File: src/rtl/cache_word_replacer_pkg.sv
// Shared cache constants: line geometry and metadata field positions.
// The merge datapath imports only the widths.
package cache_word_replacer_pkg;

  localparam int LINE_BITS = 512;
  localparam int WORD_BITS = 32;
  localparam int OFF_BITS  = 4;

  // Metadata sits directly above the data bits of a stored line
  localparam int META_VALID_BIT = 536;
  localparam int META_DIRTY_BIT = 535;
  localparam int META_LRU_HI    = 534;
  localparam int META_LRU_LO    = 533;
  localparam int META_TAG_HI    = 532;
  localparam int META_TAG_LO    = 512;

endpackage

File: src/rtl/cache_word_replacer_word_mux.sv
// Combinational 2**OFF_W-to-1 word selector built from a one-hot decode
// and an AND-OR tree, shared with the controller's read-hit path.
module word_mux #(
  parameter int WORD_W = 32,
  parameter int OFF_W  = 4
) (
  input  logic [(2**OFF_W)*WORD_W-1:0] line,
  input  logic [OFF_W-1:0]             sel,
  output logic [WORD_W-1:0]            word
);

  localparam int NWORDS = 2**OFF_W;

  always_comb begin
    word = '0;
    for (int k = 0; k < NWORDS; k++) begin
      word = word
        | (line[k*WORD_W +: WORD_W]
           & {WORD_W{sel == OFF_W'(k)}});
    end
  end

endmodule

File: src/rtl/cache_word_replacer.sv
// Single-word merge into a cache line with registered merged line,
// pre-merge word and valid flag.
module cache_word_replacer
  import cache_word_replacer_pkg::*;
#(
  parameter int BLOCK_W = LINE_BITS,
  parameter int WORD_W  = WORD_BITS,
  parameter int OFF_W   = OFF_BITS
) (
  input  logic               clk,
  input  logic               rst_n,
  input  logic               enable,
  input  logic [BLOCK_W-1:0] data_in,
  input  logic [OFF_W-1:0]   word_offset,
  input  logic [WORD_W-1:0]  data_write,
  output logic [BLOCK_W-1:0] data_out,
  output logic [WORD_W-1:0]  word_out,
  output logic               out_valid
);

  localparam int NWORDS = BLOCK_W / WORD_W;

  if ((BLOCK_W % WORD_W) != 0 || NWORDS != 2**OFF_W) begin : g_cfg_err
    $error("cache_word_replacer: BLOCK_W/WORD_W must equal 2**OFF_W");
  end

  logic [BLOCK_W-1:0] merged;
  logic [WORD_W-1:0]  old_word;

  // Per-word mux driven by a one-hot hit, no variable shifter
  for (genvar k = 0; k < NWORDS; k++) begin : g_word
    logic hit;
    assign hit = enable && (word_offset == OFF_W'(k));
    assign merged[k*WORD_W +: WORD_W] =
      hit ? data_write : data_in[k*WORD_W +: WORD_W];
  end

  word_mux #(
    .WORD_W (WORD_W),
    .OFF_W  (OFF_W)
  ) u_word_mux (
    .line (data_in),
    .sel  (word_offset),
    .word (old_word)
  );

  always_ff @(posedge clk or negedge rst_n) begin
    if (!rst_n) begin
      data_out  <= '0;
      word_out  <= '0;
      out_valid <= 1'b0;
    end else begin
      data_out  <= merged;
      word_out  <= old_word;
      out_valid <= enable;
    end
  end

endmodule

File: config.mk
export PLATFORM = sky130hd
export DESIGN_NAME = cache_word_replacer
export DESIGN_NICKNAME = d
export VERILOG_FILES = /design/src/rtl/cache_word_replacer_pkg.sv /design/src/rtl/cache_word_replacer_word_mux.sv /design/src/rtl/cache_word_replacer.sv
export SDC_FILE = /design/constraint.sdc
export NUM_CORES = 1
export LEC_CHECK = 0
export CORE_AREA = 2 2 433 435
export DETAILED_ROUTE_END_ITERATION = 6
export DIE_AREA = 0 0 435 437
export PLACE_DENSITY = 0.35
export SYNTH_ARGS = -nofsm -noshare
export SYNTH_HDL_FRONTEND = slang
export SYNTH_SLANG_ARGS = --single-unit
File: constraint.sdc
create_clock -name clk -period 0.8 [get_ports clk]
set_clock_uncertainty 0.05 [all_clocks]
set_input_delay 0.12 -clock clk [delete_from_list [all_inputs] [get_ports clk]]
set_output_delay 0.12 -clock clk [all_outputs]
set_load 0.03 [all_outputs]
==> results of run 1 <==
[cell families (layout without fill, tap and decap cells)]
| family | Yosys count | count (layout) |
|---|---|---|
| buf+inv | 162 | 1954 |
| mux | 543 | 543 |
| simple gates | 109 | 113 |
| compound gates | 352 | 352 |
| flops | 545 | 545 |
| other cells | 0 | 22 |
[path summary, 6_finish.rpt]
check,startpoint,end,slack [ns],cells after the start
max,data_out[465]$_DFF_PN0_,data_out[465],-0.75,2
min,word_offset[2],word_out[17]$_DFF_PN0_,-0.03,4
max in group asynchronous,rst_n,data_out[450]$_DFF_PN0_,-0.37,4
min in group asynchronous,rst_n,word_out[24]$_DFF_PN0_,0.10,4
[power by group through the flow]
stage          registers, W  logic [W]  clock network, W
6_report             0.0307     0.0253            0.0365
5_1_grt              0.0308     0.0261            0.0386
4_1_cts              0.0305     0.0245            0.0377
3_5_place_dp         0.0309     0.0215                 0
3_3_place_gp         0.0310     0.0216                 0
2_1_floorplan        0.0340    0.00347                 0
[Yosys cell counts, types with 3 or more instances]
library cell | count | area, um^2
nand2b_1 | 5 | 31.3
a22o_1 | 31 | 272
buf_2 | 66 | 330
buf_6 | 6 | 67.6
a21oi_1 | 32 | 160
or4_1 | 32 | 240
nor3b_1 | 5 | 37.5
nand2_1 | 9 | 33.8
mux2i_1 | 31 | 310
nor2_1 | 42 | 158
dfrtp_1 | 545 | 13600
clkbuf_1 | 81 | 304
buf_1 | 5 | 18.8
mux2_1 | 49 | 552
nor3_1 | 3 | 15.0
buf_4 | 4 | 30.0
a22oi_1 | 192 | 1440
o21a_1 | 31 | 233
mux2_2 | 463 | 5210
o22ai_1 | 64 | 400
[through the flow]
| step | util [%] | hold WS [ns] |
|---|---|---|
| 6_report | 29.2 | -0.0305 |
| 5_1_grt | 29.2 | -0.0703 |
| 4_1_cts | 28.2 | -0.120 |
| 3_5_place_dp | 23.3 | 0.0639 |
| 3_3_place_gp | 23.2 | 0.0732 |
| 2_1_floorplan | - | -0.226 |
[metal layers]
metal	track usage (%)	vias up	wire length, um
met5	0	-	125
met4	6.42	20	6250
met3	5.32	252	13200
met2	38.4	1030	109000
met1	27.4	12700	90700
li1	-	9902	-
[critical path, cell delays in order, from the launching register on]
cell and delay, ns:
dfrtp_1 0.40, buf_12 0.14, buf_12 0.13
[sequential cells by signal, indices dropped and copies added, names as in the netlist]
name / flops
out_valid: 1
data_out: 512
word_out: 32
[what timing repair did]
item,4_1_cts,5_1_grt
gates resized for setup,600,485
hold buffers,191,3
pin swaps,82,88
buffers inserted,122,31
endpoints found under the setup margin,1089,1496
cloned,40,7
endpoints found under the hold margin,755,6
[area by class of cell]
class                      instances  area (um^2)  area share (%)
tap                             2480         3100            5.75
clock inverter                    19          206           0.383
clock buffer                     118         2380            4.40
timing repair buffer            1817        22900            42.5
multi-input combinational       1008        11600            21.6
antenna                           22         55.1           0.102
sequential                       545        13700            25.3
==> flow_summary.ini, run 1 <==
[status]
status = finished, violations left
violations = negative hold slack, negative setup slack

[grt]
grt_max_degree = 34
grt_overflow = 0
grt_pass1_wl_mm = 276
antenna_found_initial = 50
grt_pass1_vias = 25600
grt_usage_pct = 22.2

[power]
power_density_nw_per_um2 = 1710
clockPowerShare_pct = 39.4
p_leak_nw = 22.6
combPwrFrac_pct = 27.4
p_seq_share_pct = 33.2
power.total_w = 0.0925
p_int_w = 0.0638
vdd_drop_max_mv = 1.49
switchingPower_w = 0.0287
swShare_pct = 31.0

[logic_synthesis]
synthMuxAreaShare_pct = 25.7
synthArstFlopShare_pct = 100
synth-xor-area-share_pct = 0
synth-main-ff-cell = dfrtp_1
synth_compound_area_share_pct = 10.7
synth-edff-count = 0
synth_seq_cells = 545
synth_area_per_cell_um2 = 13.8
synth_top_family_by_area = multiplexers
synthCells = 1711
syn_nets = 2262
yosysSeqAreaShare_pct = 57.8
synth_area_um2 = 23600
synth_adder_area_share_pct = 0
synth_cell_types = 32
synth_warnings = 0
yosys.area_share.simple_pct = 2.60

[timing]
relSlewSlack_pct = 66.6
fin_ws_ns = -0.752
fin_crit_ns = 1.55
slew_viol_final = 0
rsz0062_at_grt = yes
hold_slack_ns = -0.0305
fmax_mhz = 644
tightest_slew_ns = 0.500
finalSetupViolations = 1092
tns_ns = -500.52
hold_viol = 1
finalCritPeriodShare_pct = 194

[critical_path]
path_max_fanout = 1
startpoint_type = register
cp.required_ns = 0.63
crit_arrival_ns = 1.38
critPathKind = reg -> out
cp-end-kind = primary output

[detailed_routing]
vias_per_cell = 3.97
first_iter_violations = 1550
wirelength_mm = 220
dr_total_vias = 23900
drtPass1Iterations = 5
wl_per_cell_um = 36.5
drcViolationCount = 0
ant_nets = 0

[floorplan]
core_um2 = 185000
fp.dieW_um = 435
fp.dieArea_um2 = 190000
dieHeight_um = 437
ios = 1096
initial_core_util_pct = 12.8
rows = 158

[finish]
drive_gt1_share_pct = 55.0
area_growth_pct = 129
final_area_um2 = 54000
fin_nets = 4002
final_cell_mix = clkdlybuf4s50_1, dfrtp_1, buf_6, buf_12, mux2_4
fillCellCount = 19000
final_cells = 6009
final_common_cell = clkdlybuf4s50_1

[cts]
clock_sinks = 545
tritoncts = built
cts_root_buf = clkbuf_16
htreeDepth = 3
path_clk_slew_ns = 0.06
cts_buffer_depth = 3
numCtsBuffers = 79

[placement]
gp_congestion = 0.859
portBuffers = 1095
place_ws_ns = -2.21
place_inst = 5502
dp_hpwl_mm = 159
dpl-instance-area_um2 = 43000

[min_path]
min_path_type = in -> reg

[job]
drv_cap = 0
Power figures use the tool's default switching activity.
==> inputs of run 2 (changes only) <==
Settings changed: CORE_AREA 2 2 433 435 to 2 2 429 431, DIE_AREA 0 0 435 437 to 0 0 431 433.
==> run 2 against run 1 <==
Worst setup slack improved by 0.0031 ns. Cell count fell by 1.1%. The run still ends with negative hold slack, negative setup slack left. Global-route usage rose by 0.49 points. Worst hold slack got worse by 0.025 ns. Routed wire length rose by 0.58%. Largest power group unchanged. Clock-buffer cell count fell by 1. Combinational power barely moved. Critical path type unchanged. Total power fell by 1.3%.
==> flow_summary.ini, run 2 (synthesis results as in run 1) <==
[placement]
portBuffers = 1095
dpl-instance-area_um2 = 42800
place_ws_ns = -1.86
dp_hpwl_mm = 159
gp_congestion = 0.882

[critical_path]
path_max_fanout = 1
crit_arrival_ns = 1.38
startpoint_type = register
worst_path_max_delay_cell = dfrtp_1
cpPeakStageDelay_ns = 0.39
cp.required_ns = 0.63
crit_top_cell = buf_12
cp-end-kind = primary output
crit_chain = buf_12 > buf_12
critPathKind = reg -> out

[detailed_routing]
drtPass1Iterations = 5
vias_per_cell = 4.04
drcViolationCount = 0
ant_nets = 0
dr_total_vias = 24000
wl_per_cell_um = 37.1
wirelength_mm = 221
first_iter_violations = 1617

[finish]
final_common_cell = clkdlybuf4s50_1
fillCellCount = 18500
drive_gt1_share_pct = 53.7
area_growth_pct = 128
top_register = data_out
seqCellArea_um2 = 13700
reg_top3 = data_out (512), word_out (32), out_valid (1)
multiInputGateArea_um2 = 11700
final_cell_mix = clkdlybuf4s50_1, dfrtp_1, buf_6, mux2_4, buf_12
largest_reg_flops = 512
final_area_um2 = 53900
fin_nets = 4040

[grt]
antenna_found_initial = 42
grt_pass1_wl_mm = 277
grt_overflow = 0
grt_pass1_vias = 25600
grt_usage_pct = 22.7
grt_max_degree = 79

[cts]
path_clk_slew_ns = 0.06
clock_sinks = 545
postCtsHoldBufs = 215
cts_buffer_depth = 3
cts_root_buf = clkbuf_16
tritoncts = built
numCtsBuffers = 77
htreeDepth = 3

[timing]
fin_crit_ns = 1.55
relSlewSlack_pct = 61.6
hold_viol = 19
rsz0062_at_grt = yes
fmax_mhz = 645
slew_viol_final = 0
finalCritPeriodShare_pct = 194
hold_slack_ns = -0.0556
finalSetupViolations = 1089
fin_ws_ns = -0.749
tightest_slew_ns = 0.575

[floorplan]
initial_core_util_pct = 13.0
fp.dieArea_um2 = 187000
dieHeight_um = 433
ios = 1096
rows = 157
fp.dieW_um = 431
core_um2 = 182000

[job]
drv_cap = 0

[power]
vdd_drop_max_mv = 1.23
p_leak_nw = 22.7
power_density_nw_per_um2 = 1690

[status]
violations = negative hold slack, negative setup slack
status = finished, violations left

[min_path]
min_path_type = in -> reg
-- run 2: cell count changes in the layout (fill, tap and decap cells not counted), sizes merged, moves of 2 or more --
cell / previous run / this run
dlygate4sd3: 192 / 215
and2: 4 / 2
dlymetal6s2s: 2 / 0
dlygate4sd2: 4 / 6
buf: 1073 / 1092
diode: 22 / 16
-- run 2: path summary, 6_finish.rpt --
check	slack, ns	from	cells past startpoint	endpoint
min in group asynchronous	-0.03	rst_n	3	data_out[63]$_DFF_PN0_
worst max-delay path	-0.75	data_out[81]$_DFF_PN0_	2	data_out[81]
max in group asynchronous	0.14	rst_n	3	data_out[430]$_DFF_PN0_
worst min-delay path	-0.06	word_offset[1]	4	word_out[7]$_DFF_PN0_
-- run 2: power breakdown --
part / switching (W) / internal (W)
clock network: 0.0148 / 0.0202
registers: 0.00126 / 0.0294
logic: 0.0125 / 0.0131
total: 0.0286 / 0.0627
-- run 2: layout make-up --
class	instances	share of cell area (%)
Sequential cell	545	25.3
Clock buffer	117	4.16
Multi-Input combinational cell	1006	21.7
Timing Repair Buffer	1859	42.9
Tap cell	2385	5.54
Antenna cell	16	0.0743
Clock inverter	17	0.365
-- run 2: per-stage QoR --
stage               utilization (%)  power, W  std cells  TNS, ns  hold slack (ns)
floorplan                         -    0.0375       1711  -384.13           -0.226
global placement               23.5    0.0525       5419  -888.61            0.105
detailed placement             23.5    0.0524       5419  -884.29            0.103
CTS                            28.4    0.0912       5909  -530.78           -0.111
global route                   29.6    0.0943       5942  -540.14          -0.0792
finish                         29.6    0.0912       5945  -509.54          -0.0556
-- run 2: worst max-delay path, delay by kind of cell (launching register included) --
kind	cells	cell delay [ns]
flops	1	0.39
buf+inv	2	0.27
-- run 2: layer usage --
metal	part of all wire (%)	track usage (%)
met1	41	27.6
met3	5.7	5.01
met2	50	39.6
met5	0.042	0
met4	3.1	7.35
-- run 2: what timing repair did --
| item | 4_1_cts | 5_1_grt |
|---|---|---|
| setup buffers | 108 | 41 |
| resized for setup | 548 | 536 |
| endpoints found under the setup margin | 1089 | 1089 |
| gates cloned | 44 | 6 |
| pin swaps | 65 | 60 |
| hold endpoints to repair | 787 | 23 |
==> inputs of run 3 (changes only) <==
Settings changed: REMOVE_ABC_BUFFERS from default to 1.
==> run 3 against run 2 <==
The run still ends with negative hold slack, negative setup slack left. Critical path depth did not move. Die area did not move. Largest cell class unchanged. Sequential power hardly changed. Clock-buffer cell count decreased by 1. First-iteration DRC count grew 1.7%. Highest routed layer unchanged.
==> flow_summary.ini, run 3 (synthesis results as in run 1) <==
[status]
status = finished, violations left
violations = negative hold slack, negative setup slack

[finish]
top_register = data_out
final_cell_mix = clkdlybuf4s50_1, dfrtp_1, buf_12, buf_6, mux2_4
final_area_um2 = 53000
final_common_cell = clkdlybuf4s50_1
fin_nets = 3958
reg_top3 = data_out (512), word_out (32), out_valid (1)
fillCellCount = 18500
largest_reg_flops = 512
area_growth_pct = 125
drive_gt1_share_pct = 54.9

[timing]
rsz0062_at_grt = yes
relSlewSlack_pct = 65.2
fin_crit_ns = 1.55
tightest_slew_ns = 0.522
tns_ns = -532.83
finalSetupViolations = 1089
fin_ws_ns = -0.752
hold_viol = 33
hold_slack_ns = -0.0531
slew_viol_final = 0
fmax_mhz = 644
finalCritPeriodShare_pct = 194

[critical_path]
path_max_fanout = 1
startpoint_type = register
cp-end-kind = primary output
cp.required_ns = 0.63
critical_path.startpoint = data_out[482]$_DFF_PN0_
crit_arrival_ns = 1.38
critPathKind = reg -> out

[grt]
grt_usage_pct = 22.2
gr-usage-met3_pct = 5.09
grt_pass1_vias = 25500
grt_max_degree = 35
busiest_layer = met2
grt_pass1_wl_mm = 271
grtUsageMet2_pct = 38.2
grt_overflow = 0
grt_use_met1_pct = 27.1
antenna_found_initial = 49

[power]
clockPowerShare_pct = 39.4
power_density_nw_per_um2 = 1740
p_leak_nw = 22.2
p_int_w = 0.0634
combPwrFrac_pct = 27.3
vdd_drop_max_mv = 1.28
swShare_pct = 31.2
switchingPower_w = 0.0288
p_seq_share_pct = 33.3

[floorplan]
ios = 1096
fp.dieArea_um2 = 187000
fp.dieW_um = 431
core_um2 = 182000
initial_core_util_pct = 13.0
dieHeight_um = 433
rows = 157

[detailed_routing]
ant_nets = 0
first_iter_violations = 1644
wirelength_mm = 221
vias_per_cell = 4.12
dr_total_vias = 24200
drtPass1Iterations = 5
drcViolationCount = 0
wl_per_cell_um = 37.7

[placement]
gp_congestion = 0.866
portBuffers = 1095
place_ws_ns = -1.88
dp_hpwl_mm = 158
dpl-instance-area_um2 = 42800

[cts]
path_clk_slew_ns = 0.06
cts_root_buf = clkbuf_16
htreeDepth = 3
tritoncts = built
numCtsBuffers = 77
cts_buffer_depth = 3
clock_sinks = 545

[min_path]
min_path_type = in -> async

[job]
drv_cap = 0
-- run 3: changes by cell type in the layout (fill, tap and decap cells not counted), moves of 9 or more --
cell,before,now
buf_12,360,369
a22oi_1,98,81
dlygate4sd3_1,215,168
a22oi_2,94,111
mux2_2,140,209
dfrtp_2,13,25
dfrtp_1,532,520
mux2_4,370,293
buf_6,404,362
clkbuf_8,12,21
clkbuf_1,26,17
-- run 3: layer usage --
metal,vias to the layer above,routed length (um)
met1,12800,89600
met2,1198,109000
met5,-,167
met4,24,7590
li1,9820,-
met3,326,14700
-- run 3: layout make-up --
class | instances | area (um^2) | area share [%]
multi-input combinational | 1004 | 11400 | 21.5
clock inverter | 23 | 295 | 0.557
sequential | 545 | 13700 | 25.8
antenna | 16 | 40.0 | 0.0755
timing repair buffer | 1779 | 22300 | 42.1
clock buffer | 116 | 2300 | 4.35
tap | 2385 | 2980 | 5.63
-- run 3: final timing paths --
kind	end	slack [ns]	depth (start not counted)
max	data_out[482]	-0.75	2
min	data_out[184]$_DFF_PN0_	-0.05	3
max in group asynchronous	data_out[314]$_DFF_PN0_	0.17	4
min in group clk	word_out[4]$_DFF_PN0_	-0.01	4
-- run 3: critical path: stages (launching register included) --
cell     delay, ns
dfrtp_1       0.39
buf_12        0.14
buf_12        0.13
-- run 3: what timing repair did --
action,CTS,global route
resized for setup,356,671
gates cloned,34,17
setup buffers,73,35
hold buffers,167,1
setup endpoints to repair,1089,1089
hold endpoints to repair,733,58
pin swaps,147,92
-- run 3: power by group through the flow --
stage | sequential, W | combinational (W) | clock, W
finish | 0.0308 | 0.0252 | 0.0363
global placement | 0.0310 | 0.0216 | 0
floorplan | 0.0340 | 0.00286 | 0
detailed placement | 0.0310 | 0.0215 | 0
global route | 0.0309 | 0.0260 | 0.0383
CTS | 0.0306 | 0.0238 | 0.0374
-- run 3: stage by stage --
stage	instances	hold WS [ns]	power, W	utilization, %
finish	5868	-0.0531	0.0922	29.1
global route	5862	-0.0550	0.0951	29.1
CTS	5828	-0.110	0.0918	27.6
detailed placement	5421	0.0864	0.0525	23.5
global placement	5421	0.0864	0.0526	23.5
floorplan	1549	-0.226	0.0369	-
